--- config.mk ---
export PLATFORM = sky130hd
export DESIGN_NAME = decode_issue_ctrl
export DESIGN_NICKNAME = d
export VERILOG_FILES = /design/src/rtl/decode_issue_ctrl.sv
export SDC_FILE = /design/constraint.sdc
export NUM_CORES = 1
export LEC_CHECK = 0
export ABC_AREA = 1
export BUFFER_PORTS_ARGS = -buffer_cell sky130_fd_sc_hd__buf_2
export CAP_MARGIN = 10
export CORE_MARGIN = 8
export CORE_UTILIZATION = 35
export CTS_CLUSTER_SIZE = 40
export DETAILED_ROUTE_END_ITERATION = 7
export PLACE_DENSITY = 0.66
export REMOVE_ABC_BUFFERS = 1
export SLEW_MARGIN = 20
export SYNTH_ARGS = -nofsm -noshare
export SYNTH_HDL_FRONTEND = slang
export SYNTH_SLANG_ARGS = --single-unit
export TNS_END_PERCENT = 1
--- constraint.sdc ---
create_clock -name i_Clk -period 1.39 [get_ports i_Clk]
set_input_delay 0.2085 -clock i_Clk [delete_from_list [all_inputs] [get_ports i_Clk]]
set_output_delay 0.2085 -clock i_Clk [all_outputs]
set_load 0.01 [all_outputs]
--- src/rtl/decode_issue_ctrl.sv ---
// Fetch-to-decode sequencing buffer: a small FIFO of instruction/PC pairs.
// Each entry is tagged with its immediate class and legality when it is pushed.
// The head entry and its tags are presented to decode, and the outputs read 0 while the FIFO is empty.
module decode_issue_ctrl #(
    parameter int unsigned DEPTH = 2,
    parameter int unsigned CNT_W = $clog2(DEPTH + 1)
) (
    input  logic             i_Clk,
    input  logic             i_Rst_n,
    input  logic             i_FetchValid,
    output logic             o_FetchReady,
    input  logic [31:0]      i_FetchInstr,
    input  logic [31:0]      i_FetchPc,
    input  logic             i_Stall,
    input  logic             i_Flush,
    output logic             o_DecValid,
    output logic [31:0]      o_DecInstr,
    output logic [31:0]      o_DecPc,
    output logic [2:0]       o_ImmType,
    output logic             o_Illegal,
    output logic [CNT_W-1:0] o_Count
);

    localparam int unsigned PTR_W = $clog2(DEPTH);

    localparam logic [2:0] IMM_NONE = 3'd0;
    localparam logic [2:0] IMM_I    = 3'd1;
    localparam logic [2:0] IMM_S    = 3'd2;
    localparam logic [2:0] IMM_B    = 3'd3;
    localparam logic [2:0] IMM_U    = 3'd4;
    localparam logic [2:0] IMM_J    = 3'd5;

    logic [31:0]      instr_q [DEPTH];
    logic [31:0]      pc_q    [DEPTH];
    logic [2:0]       imm_q   [DEPTH];
    logic [DEPTH-1:0] ill_q;
    logic [PTR_W-1:0] rd_ptr_q, wr_ptr_q;
    logic [CNT_W-1:0] count_q;
    // Holds ready low until the first clock edge after reset is released.
    logic             ready_en_q;

    logic       push, pop;
    logic [2:0] push_imm;
    logic       push_ill;

    assign o_DecValid   = (count_q != '0);
    assign o_FetchReady = ready_en_q && (count_q < CNT_W'(DEPTH)) && !i_Flush;
    assign push         = i_FetchValid && o_FetchReady;
    assign pop          = o_DecValid && !i_Stall;
    assign o_Count      = count_q;

    // Classify the incoming instruction's immediate format and legality.
    always_comb begin
        push_imm = IMM_NONE;
        push_ill = 1'b0;
        unique case (i_FetchInstr[6:0])
            7'b0010011, 7'b0000011, 7'b1100111: push_imm = IMM_I;
            7'b0100011:                         push_imm = IMM_S;
            7'b1100011:                         push_imm = IMM_B;
            7'b0110111, 7'b0010111:             push_imm = IMM_U;
            7'b1101111:                         push_imm = IMM_J;
            7'b0110011, 7'b1110011, 7'b0001111: push_imm = IMM_NONE;
            default:                            push_ill = 1'b1;
        endcase
        if (i_FetchInstr[1:0] != 2'b11) begin
            push_ill = 1'b1;
        end
    end

    // Pointer, occupancy and ready-enable state; flush overrides push and pop.
    always_ff @(posedge i_Clk or negedge i_Rst_n) begin
        if (!i_Rst_n) begin
            rd_ptr_q   <= '0;
            wr_ptr_q   <= '0;
            count_q    <= '0;
            ready_en_q <= 1'b0;
        end else begin
            ready_en_q <= 1'b1;
            if (i_Flush) begin
                rd_ptr_q <= '0;
                wr_ptr_q <= '0;
                count_q  <= '0;
            end else begin
                if (push) wr_ptr_q <= wr_ptr_q + PTR_W'(1);
                if (pop)  rd_ptr_q <= rd_ptr_q + PTR_W'(1);
                if (push && !pop)      count_q <= count_q + CNT_W'(1);
                else if (pop && !push) count_q <= count_q - CNT_W'(1);
            end
        end
    end

    // Entry storage, written at the write pointer on an accepted push.
    always_ff @(posedge i_Clk or negedge i_Rst_n) begin
        if (!i_Rst_n) begin
            for (int i = 0; i < int'(DEPTH); i++) begin
                instr_q[i] <= '0;
                pc_q[i]    <= '0;
                imm_q[i]   <= IMM_NONE;
            end
            ill_q <= '0;
        end else if (push) begin
            instr_q[wr_ptr_q] <= i_FetchInstr;
            pc_q[wr_ptr_q]    <= i_FetchPc;
            imm_q[wr_ptr_q]   <= push_imm;
            ill_q[wr_ptr_q]   <= push_ill;
        end
    end

    // Present the head entry, forced to zero when the FIFO is empty.
    always_comb begin
        o_DecInstr = '0;
        o_DecPc    = '0;
        o_ImmType  = IMM_NONE;
        o_Illegal  = 1'b0;
        if (o_DecValid) begin
            o_DecInstr = instr_q[rd_ptr_q];
            o_DecPc    = pc_q[rd_ptr_q];
            o_ImmType  = imm_q[rd_ptr_q];
            o_Illegal  = ill_q[rd_ptr_q];
        end
    end

endmodule

; ---- Word level (Yosys, flattened, before mapping)
; Index checks and enable logic that the tools add are counted.
[totals]
input_bits = 69
reg_bits = 141
out_inout_bits = 72
[op_classes]
add_sub_neg = 4
order_cmp = 7
n_bitwise = 2
reduce_logical = 19
n_mux = 35
eq_ne = 12
[op_table]
columns = operator, count
row1 = two-way mux 32 bit, 9
row2 = bitwise mux 64 bit, 2
row3 = demux 32 bit (select 1 bit), 1
row4 = "equality test 7 bit, second input constant", 4
row5 = "equality test 7 x 6 -> 1 bit, second input constant", 3
row6 = two-way mux 3 bit, 5
row7 = one-hot mux 3 bit (5 select lines), 1
row8 = "equality test 7 x 5 -> 1 bit, second input constant", 2
row9 = OR reduction 11 bit, 1
row10 = two-way mux 1 bit, 10
row11 = logical AND 1 bit, 8
row12 = "equality test 7 x 2 -> 1 bit, second input constant", 1
row13 = "equality test 7 x 4 -> 1 bit, second input constant", 1
row14 = bitwise mux 6 bit, 1
row15 = two-way mux 2 bit, 3
row16 = nonzero test 2 bit, 3
row17 = "greater-or-equal comparator 2 bit, second input constant", 2
row18 = logical NOT 1 bit, 4
row19 = "< comparator 1 x 2 -> 1 bit, second input constant", 2
row20 = NOT 1 -> 2 bit, 2
row21 = demux 3 bit (select 1 bit), 1
row22 = nonzero test 3 bit, 1
row23 = OR reduction 3 bit, 1
row24 = "adder 1 bit, second input constant", 2
row25 = other kinds (9), 9

; ---- Longest topological paths before layout
; Gate-level depths: netlist (run 1).
[logic_depth]
word_depth = 9
depth_mapped = 9
depth_no_buf = 9

; ---- Worst setup path after synthesis (run 1)
; Ideal clock, no wire load.
[synth_timing]
kind = register to output
startpoint = register count_q[1] (netlist: o_Count[1])
endpoint = output port o_DecInstr[0]
path_slack_ns = -0.058
stages_incl_launch_ff = 7
arrival_time_ns = 1.239
path_cell_list = dfrtp_1 > inv_2 > nand2_1 > buf_4 > clkbuf_1 > o21ai_0 > a21oi_1
[synth_between]
elab_chain_cells = 2
[synth_lines]
columns = item, line
row1 = start: declaration, 38  ; logic [CNT_W-1:0] count_q;
row2 = start signal: assignment, 86  ; if (push && !pop) count_q <= count_q + CNT_W'(1);
row3 = start signal: assignment, 87  ; else if (pop && !push) count_q <= count_q - CNT_W'(1);
row4 = nonzero test 2 bit, 46  ; assign o_DecValid = (count_q != '0);
row5 = two-way mux 32 bit, 115  ; if (o_DecValid) begin
row6 = end: declaration, 17  ; output logic [31:0] o_DecInstr,
; No other way between the ends.

; ---- Final worst setup path (run 1)
[layout_timing]
startpoint = register rd_ptr_q
endpoint = output port o_ImmType[2]
[layout_between]
elab_chain_cells = 5
[layout_lines]
columns = item, line
row1 = start: declaration, 37  ; logic [PTR_W-1:0] rd_ptr_q, wr_ptr_q;
row2 = start signal: assignment, 85  ; if (pop) rd_ptr_q <= rd_ptr_q + PTR_W'(1);
row3 = NOT 1 -> 2 bit (implied by the code), 118  ; o_ImmType = imm_q[rd_ptr_q];
row4 = two-way mux 3 bit (implied by the code) (3 in a row), 118
row5 = two-way mux 3 bit, 115
row6 = end: declaration, 19  ; output logic [2:0] o_ImmType,
; No other way between the ends. The select of a mux whose other input is x is not followed.

==> results of run 1 <==
[per-layer routing]
layer | up-vias | GRT usage | wire, um
li1 | 2855 | - | -
met1 | 2645 | 0.199 | 8320
met2 | 132 | 0.240 | 8260
met3 | 16 | 0.0344 | 1010
met4 | 0 | 0.0510 | 204
met5 | - | 0 | 0
[cells in the final DEF (no fill, tap or decap), types with 2 or more instances in the layout]
cell,instances
a21oi_1,56
a21oi_2,13
buf_12,13
buf_2,138
buf_4,20
buf_6,6
clkbuf_16,21
clkbuf_8,4
clkinv_2,6
clkinvlp_4,6
dfrtp_1,140
dlygate4sd3_1,7
inv_1,70
inv_2,4
nand2_1,297
nand3_1,9
nand4_1,2
nor2_1,14
nor2_4,2
o21ai_0,40
o21ai_1,86
o21ai_2,7
[state kept, by name, indices dropped and copies added (netlist names)]
name,count
instr_q,64
ready_en_q,1
pc_q,64
o_Count,2
rd_ptr_q,1
wr_ptr_q,1
ill_q,2
imm_q,6
[kinds of logic after synthesis]
kind of cell           count (synthesis)  share of synthesized area
and+or+nand+nor                      331                      0.202
AOI/OAI and AO/OA                    202                      0.158
DFF                                  141                      0.552
buffers and inverters                125                     0.0875
other                                  1                   0.000587
[per-stage QoR]
step           TNS (ns)  cell area (um2)
2_1_floorplan   -254.80             6120
3_3_place_gp   -0.00688             7530
3_5_place_dp   -0.00884             7530
4_1_cts          -26.36             8220
5_1_grt          -38.89             8460
6_report         -25.82             8460
[power by group through the flow]
stage	Clock (mW)	Combinational (mW)	Sequential, mW
after global placement	0	3.44	6.04
after floorplan	0	2.02	6.01
after detailed placement	0	3.50	6.10
final	4.15	3.99	6.06
after global routing	4.46	4.51	6.21
after CTS	4.26	3.67	6.05
[tightest hold or removal path, stage by stage]
cell and delay [ns]:
buf_2 0.09, nand2_1 0.04, nand2_1 0.05
[worst paths after layout]
kind	startpoint	end	cells past startpoint
setup / recovery	rd_ptr_q	o_ImmType[2]	5
hold / removal	i_FetchPc[25]	pc_q[57]	3
setup reg to reg	o_Count[1]	pc_q[49]	8
hold reg to reg	instr_q[60]	instr_q[60]	2
max in group asynchronous	i_Rst_n	pc_q[40]	3
min in group asynchronous	i_Rst_n	instr_q[19]	2
[repair_timing]
item / 4_1_cts / 5_1_grt
setup endpoints to repair: 72 / 200
setup buffers: 0 / 3
pin swaps: 0 / 3
cloned: 1 / 4
hold buffers: 7 / 0
resized for setup: 41 / 47
hold endpoints to repair: 31 / 0
[layout make-up]
cell class,instances,area [um2],area share
antenna,1,2.50,0.000296
clock buffer,21,480,0.0568
clock inverter,11,67.6,0.00798
inverter,76,294,0.0347
multi-input combinational,534,2420,0.286
sequential,141,3530,0.417
tap,229,287,0.0339
timing repair buffer,190,1380,0.163
==> results.cfg, run 1 <==
[setup_path]
path_cells = buf_12, buf_12, o21ai_0, a21oi_2, buf_2
cp.arrival_ns = 1.64
crit_buf_inv = 3
crit_family = flip-flops
r2r_slack_ns = -0.01
worstSetupEndpointType = output port
cpMostUsedCell = buf_12
critPathKind = register to output port
critPathRequiredTime_ns = 1.18
worst_path_largest_cell_delay_ns = 0.49
startpoint_type = register
crit_fanout = 23
cp_slowest_cell = dfrtp_4

[power]
finalPower_mw = 14.2
pwr-share-clk = 0.292
irDropWorstVdd_mv = 0.840
intPower_mw = 9.59
seqPwrFrac = 0.427
p_per_area_nw_per_um2 = 1680
p_leak_nw = 4.40
p_sw_mw = 4.60
switching_share = 0.324
pwr-share-comb = 0.281

[logic_synthesis]
yosysMostFrequentCell = nand2_1
synth_edf_count = 0
ys_ff_latch = 141
yosysWarnings = 0
synth_area_um2 = 6390
synthTopCellsByCount = nand2_1, dfrtp_1, o21ai_0
synth_area_leaders = dfrtp_1, nand2_1, o21ai_0
yosysTopAreaCell = dfrtp_1
synth_cell_types = 23
synth_top_area_frac = 0.552
syn_inst = 800
ys.flop_type = dfrtp_1
seq_area_frac_synth = 0.552
syn_area_per_cell_um2 = 7.99
async_flop_share = 1.00

[placed_design]
dp_hpwl_mm = 11.6
dp_slack_ns = -0.00884
port_buffers = 140
dp.cells = 1155
gp_congestion = 0.808

[die]
dieArea_um2 = 22800
core_um2 = 18000
die_x_um = 151
die-height_um = 151
io_pins = 141
rows = 49
initial_core_util = 0.356

[global_route]
grt_pass1_wl_mm = 27.3
grt-ovfl-total = 0
grt_usage = 0.151
antenna_found_initial = 1
grt_pass1_vias = 5456
grt_max_degree = 49

[detailed_routing]
dr.pass1.iters = 4
routed-via-count = 5648
initialDrtViolationCount = 240
wire_per_inst_um = 14.8
drcViolationCount = 0
ant_nets = 0
via_per_inst = 4.69
drt-total-wl_mm = 17.8

[status]
violations = negative setup slack
status = finished with violations

[cts]
cts_tree = yes
clkTransAtPathRegs_ns = 0.06
clk_latency_ns = 0.41
cts_buffer_depth = 2
numCtsBuffers = 17
cts_sinks = 141
root_buffer = clkbuf_16
cts_htree_levels = 4

[timing]
fin_crit_ns = 1.85
fmax_mhz = 542
fin_worst_skew_ns = 0.00833
final-hold-violation-count = 0
fin_ws_ns = -0.455
whs_ns = 0.0139
min_period_over_period = 1.33
rsz0062_at_grt = yes
finalMaxSlewViolations = 0
setup_violations = 73

[final_layout]
final_util = 0.471
area_delta_synth_final_pct = 32.4
layoutNonFillerInstCount = 1203
fillers = 1762
final_nets = 1029
drive_gt1_frac = 0.256

[worst_hold_path]
min_path_type = input pin to register

[flow_run]
maxCapViolCount = 0
(Power assumes the default switching activity.)
==> run 2: changes to the inputs <==
CORE_UTILIZATION = 54   (was 35)
PLACE_DENSITY = 0.89   (was 0.66)
==> results.cfg, run 2 (same netlist as run 1, synthesis figures left out) <==
[detailed_routing]
drcViolationCount = 0
initialDrtViolationCount = 494
drt-total-wl_mm = 17.8
ant_nets = 0
wire_per_inst_um = 15.8
dr.pass1.iters = 6
via_per_inst = 5.31
routed-via-count = 5976

[setup_path]
critPathRequiredTime_ns = 1.18
crit_fanout = 24
critPathKind = register to output port
worstSetupEndpointType = output port
startpoint_type = register
cp.arrival_ns = 1.60

[cts]
cts_sinks = 141
numCtsBuffers = 17
clk_latency_ns = 0.42
clkTransAtPathRegs_ns = 0.05
cts_htree_levels = 4
cts_tree = yes
cts_buffer_depth = 2
root_buffer = clkbuf_16

[global_route]
grt_pass1_vias = 5988
antenna_found_initial = 0
grt_max_degree = 53
grt_pass1_wl_mm = 29.2
top_usage_layer = met2
gr-usage-met2 = 0.378
grt_usage = 0.228
grt-ovfl-total = 0
grtUsageMet1 = 0.272
globalRouteMet3Util = 0.0706

[placed_design]
dp.cells = 1070
port_buffers = 140
dp_slack_ns = -0.0830
gp_congestion = 0.821
dp_hpwl_mm = 11.5

[final_layout]
layoutNonFillerInstCount = 1125
final_common_cell = nand2_1
final_cell_mix = nand2_1, dfrtp_1, buf_2
insertedDiodeCount = 0
drive_gt1_frac = 0.287
fillers = 771
final_nets = 1041
area_delta_synth_final_pct = 35.7
top_regs = instr_q (64), pc_q (64), imm_q (6)

[die]
initial_core_util = 0.558
die_x_um = 125
dieArea_um2 = 15600
io_pins = 141
die-height_um = 125
rows = 39
core_um2 = 11500

[timing]
rsz0062_at_grt = yes
setup_violations = 202
fin_setup_tns_ns = -31.81
fin_crit_ns = 1.81
finalMaxSlewViolations = 0
whs_ns = 0.0139
fmax_mhz = 552
fin_ws_ns = -0.422
final-hold-violation-count = 0
fin_worst_skew_ns = 0.00441
min_period_over_period = 1.30

[power]
p_leak_nw = 4.48
p_per_area_nw_per_um2 = 1670
irDropWorstVdd_mv = 1.08
finalPower_mw = 14.5

[status]
violations = negative setup slack
status = finished with violations

[worst_hold_path]
min_path_type = input pin to register

[flow_run]
maxCapViolCount = 0
## run 2: cell types whose count changed in the layout (fill, tap and decap cells not counted), sizes merged
cell / before / now
dlygate4sd3: 7 / 14
clkbuf: 25 / 27
diode: 1 / 0
buf: 179 / 188
clkinvlp: 6 / 2
inv: 74 / 73
clkinv: 7 / 3
## run 2: cell type report
cell class / count / area, um2 / share of cell area
Inverter: 76 / 298 / 0.0343
Timing Repair Buffer: 202 / 1550 / 0.179
Clock buffer: 27 / 493 / 0.0568
Clock inverter: 2 / 10.0 / 0.00115
Tap cell: 143 / 179 / 0.0206
Sequential cell: 141 / 3530 / 0.407
Multi-Input combinational cell: 534 / 2610 / 0.301
## run 2: what timing repair did
action / CTS / global route
setup endpoints to repair: 178 / 209
gates cloned: 4 / 0
setup buffers: 7 / 2
pin swaps: 27 / 12
gates resized for setup: 130 / 27
hold buffers: 14 / 0
hold endpoints to repair: 50 / 0
## run 2: report_power, final
part / internal [mW] / switching [mW] / total [mW]
Clock: 2.38 / 1.54 / 3.93
Combinational: 1.83 / 2.56 / 4.39
Sequential: 5.50 / 0.669 / 6.17
## run 2: path summary, 6_finish.rpt
check / cells past startpoint / slack (ns) / startpoint / to
max reg2reg: 8 / -0.10 / o_Count[1] / instr_q[14]
min reg2reg: 2 / 0.47 / instr_q[60] / instr_q[60]
min: 3 / 0.01 / i_FetchPc[16] / pc_q[48]
max in group asynchronous: 3 / 0.55 / i_Rst_n / o_Count[0]
max: 5 / -0.42 / rd_ptr_q / o_DecPc[1]
min in group asynchronous: 2 / 0.31 / i_Rst_n / pc_q[16]
## run 2: per-stage QoR
| step | cell area, um2 | util |
|---|---|---|
| floorplan | 6120 | - |
| global placement | 7480 | 0.652 |
| detailed placement | 7480 | 0.652 |
| CTS | 8570 | 0.747 |
| global route | 8670 | 0.756 |
| finish | 8670 | 0.756 |
## run 2: worst max-delay path: stages, from the launching register on
cell and delay, ns:
dfrtp_4 0.46, buf_6 0.13, buf_12 0.17, o21ai_1 0.08, a21oi_1 0.17, buf_2 0.17
## run 2: routing by layer
layer	part of all wire	up-vias
li1	-	2877
met1	0.41	2835
met2	0.50	222
met3	0.064	42
met4	0.026	0
met5	0	-
==> run 3: changes to the inputs <==
ABC_AREA = unset   (was 1)
CORE_UTILIZATION = 55   (was 54)
PLACE_DENSITY = 0.8   (was 0.89)
==> results.cfg, run 3 <==
[status]
status = finished with violations
violations = negative setup slack

[die]
dieArea_um2 = 15900
die_x_um = 126
initial_core_util = 0.560
io_pins = 141
rows = 40
core_um2 = 11900
die-height_um = 126

[setup_path]
critPathKind = register to output port
critPathRequiredTime_ns = 1.18
crit_fanout = 7
worstSetupEndpointType = output port
cp.arrival_ns = 1.66
startpoint_type = register

[global_route]
grt_usage = 0.203
antenna_found_initial = 0
grt_pass1_wl_mm = 25.8
grt_max_degree = 39
grt-ovfl-total = 0
grt_pass1_vias = 4972

[detailed_routing]
drcViolationCount = 0
ant_nets = 0
dr.pass1.iters = 4
wire_per_inst_um = 19.2
initialDrtViolationCount = 258
drt-total-wl_mm = 15.7
via_per_inst = 5.43
routed-via-count = 4436

[logic_synthesis]
synth_top_family_by_area = multiplexers
async_flop_share = 1.00
syn_area_per_cell_um2 = 13.5
synth_area_um2 = 6670
synthAdderAreaFrac = 0
ys_ff_latch = 141
syn_inst = 493
ys.flop_type = dfrtp_1
synth_area_leaders = dfrtp_1, mux2_4, mux2_2
synth_top_area_frac = 0.529
yosysMostFrequentCell = dfrtp_1
synth_xor_area_frac = 0.00263
synth_edf_count = 0
yosysTopAreaCell = dfrtp_1
muxShareOfSynthArea = 0.360
yosysWarnings = 0
seq_area_frac_synth = 0.529
yosys.area_share.simple = 0.0606
synth_cell_types = 28
synth_compound_area_frac = 0.0154
synthTopCellsByCount = dfrtp_1, nor2_1, mux2i_1

[cts]
root_buffer = clkbuf_16
cts_tree = yes
cts_htree_levels = 4
clkTransAtPathRegs_ns = 0.06
cts_sinks = 141
clk_latency_ns = 0.43
numCtsBuffers = 17
cts_buffer_depth = 2

[flow_run]
maxCapViolCount = 0

[final_layout]
final_area_um2 = 8440
drive_gt1_frac = 0.507
fillers = 803
top_regs = instr_q (64), pc_q (64), imm_q (6)
final_cell_mix = dfrtp_1, buf_2, nor2_1
final_nets = 726
insertedDiodeCount = 0
area_delta_synth_final_pct = 26.5
final_common_cell = dfrtp_1

[power]
switching_share = 0.254
pwr-share-clk = 0.349
irDropWorstVdd_mv = 0.838
intPower_mw = 9.32
pwr-share-comb = 0.196
p_leak_nw = 4.08
p_sw_mw = 3.18
seqPwrFrac = 0.455
p_per_area_nw_per_um2 = 1480

[placed_design]
dp_hpwl_mm = 10.6
gp_congestion = 0.775
dpl_cell_area_um2 = 7780
dp_slack_ns = -0.260
port_buffers = 140

[timing]
fin_worst_skew_ns = 0.0130
min_period_over_period = 1.35
final-hold-violation-count = 0
finalMaxSlewViolations = 0
setup_violations = 203
fin_ws_ns = -0.483
rsz0062_at_grt = yes
fmax_mhz = 534
fin_crit_ns = 1.87

[worst_hold_path]
min_path_type = input pin to register
-- run 3: power groups by stage --
stage	Combinational, mW	Sequential [mW]	Clock, mW
finish	2.45	5.69	4.36
global route	2.66	5.79	4.62
CTS	2.47	5.68	4.44
detailed placement	2.42	5.72	0
global placement	2.29	5.65	0
floorplan	1.75	5.57	0
-- run 3: layout make-up --
cell class | count | area [um2] | area share
flip-flops and latches | 141 | 3530 | 0.419
well taps | 147 | 184 | 0.0218
inverters | 3 | 11.3 | 0.00133
multi-input cells | 317 | 2960 | 0.351
clock inverters | 7 | 60.1 | 0.00712
repair buffers | 177 | 1180 | 0.140
clock buffers | 25 | 505 | 0.0599
-- run 3: logic make-up (layout without fill, tap and decap cells) --
logic type / count (synthesis) / after routing
buf+inv: 35 / 212
xor+xnor: 2 / 2
mux: 199 / 199
flops: 141 / 141
simple gates: 97 / 97
compound gates: 18 / 18
other cells: 1 / 1
-- run 3: what timing repair did --
item | in CTS | in global routing
endpoints found under the hold margin | 32 | 0
setup endpoints to repair | 203 | 206
pin swaps | 1 | 1
cloned | 1 | 0
resized for setup | 5 | 6
hold buffers | 1 | 0
setup buffers | 3 | 2
-- run 3: routing by layer --
metal,share of wire,GRT usage,vias to the layer above,wire length [um]
li1,-,-,2036,-
met1,0.45,0.249,2247,7040
met2,0.50,0.335,142,7800
met3,0.048,0.0586,11,752
met4,0.0065,0.0729,0,102
met5,0,0,-,0
-- run 3: final timing paths --
path | from | end | slack, ns | depth (start not counted)
max | rd_ptr_q | o_DecInstr[10] | -0.48 | 5
min | i_FetchInstr[23] | instr_q[55] | 0.03 | 2
max reg2reg | o_Count[1] | instr_q[62] | -0.27 | 4
min reg2reg | instr_q[2] | instr_q[2] | 0.49 | 2
max in group asynchronous | i_Rst_n | instr_q[13] | 0.59 | 3
min in group asynchronous | i_Rst_n | instr_q[58] | 0.28 | 2
-- run 3: worst max-delay path, cell delays in order, from the launching register on --
cell and delay, ns:
dfrtp_4 0.54, buf_8 0.17, buf_6 0.14, mux2i_1 0.12, nor2_1 0.11, buf_2 0.16
-- run 3: stage by stage --
step	utilization	cells	total power, mW	hold slack [ns]	setup TNS [ns]
3_3_place_gp	0.653	779	7.93	0.148	-23.87
3_5_place_dp	0.653	779	8.13	0.152	-27.84
5_1_grt	0.708	817	13.1	0.0123	-66.48
6_report	0.708	817	12.5	0.0276	-55.10
2_1_floorplan	-	461	7.32	-0.0871	-539.28
4_1_cts	0.708	816	12.6	0.00590	-57.93
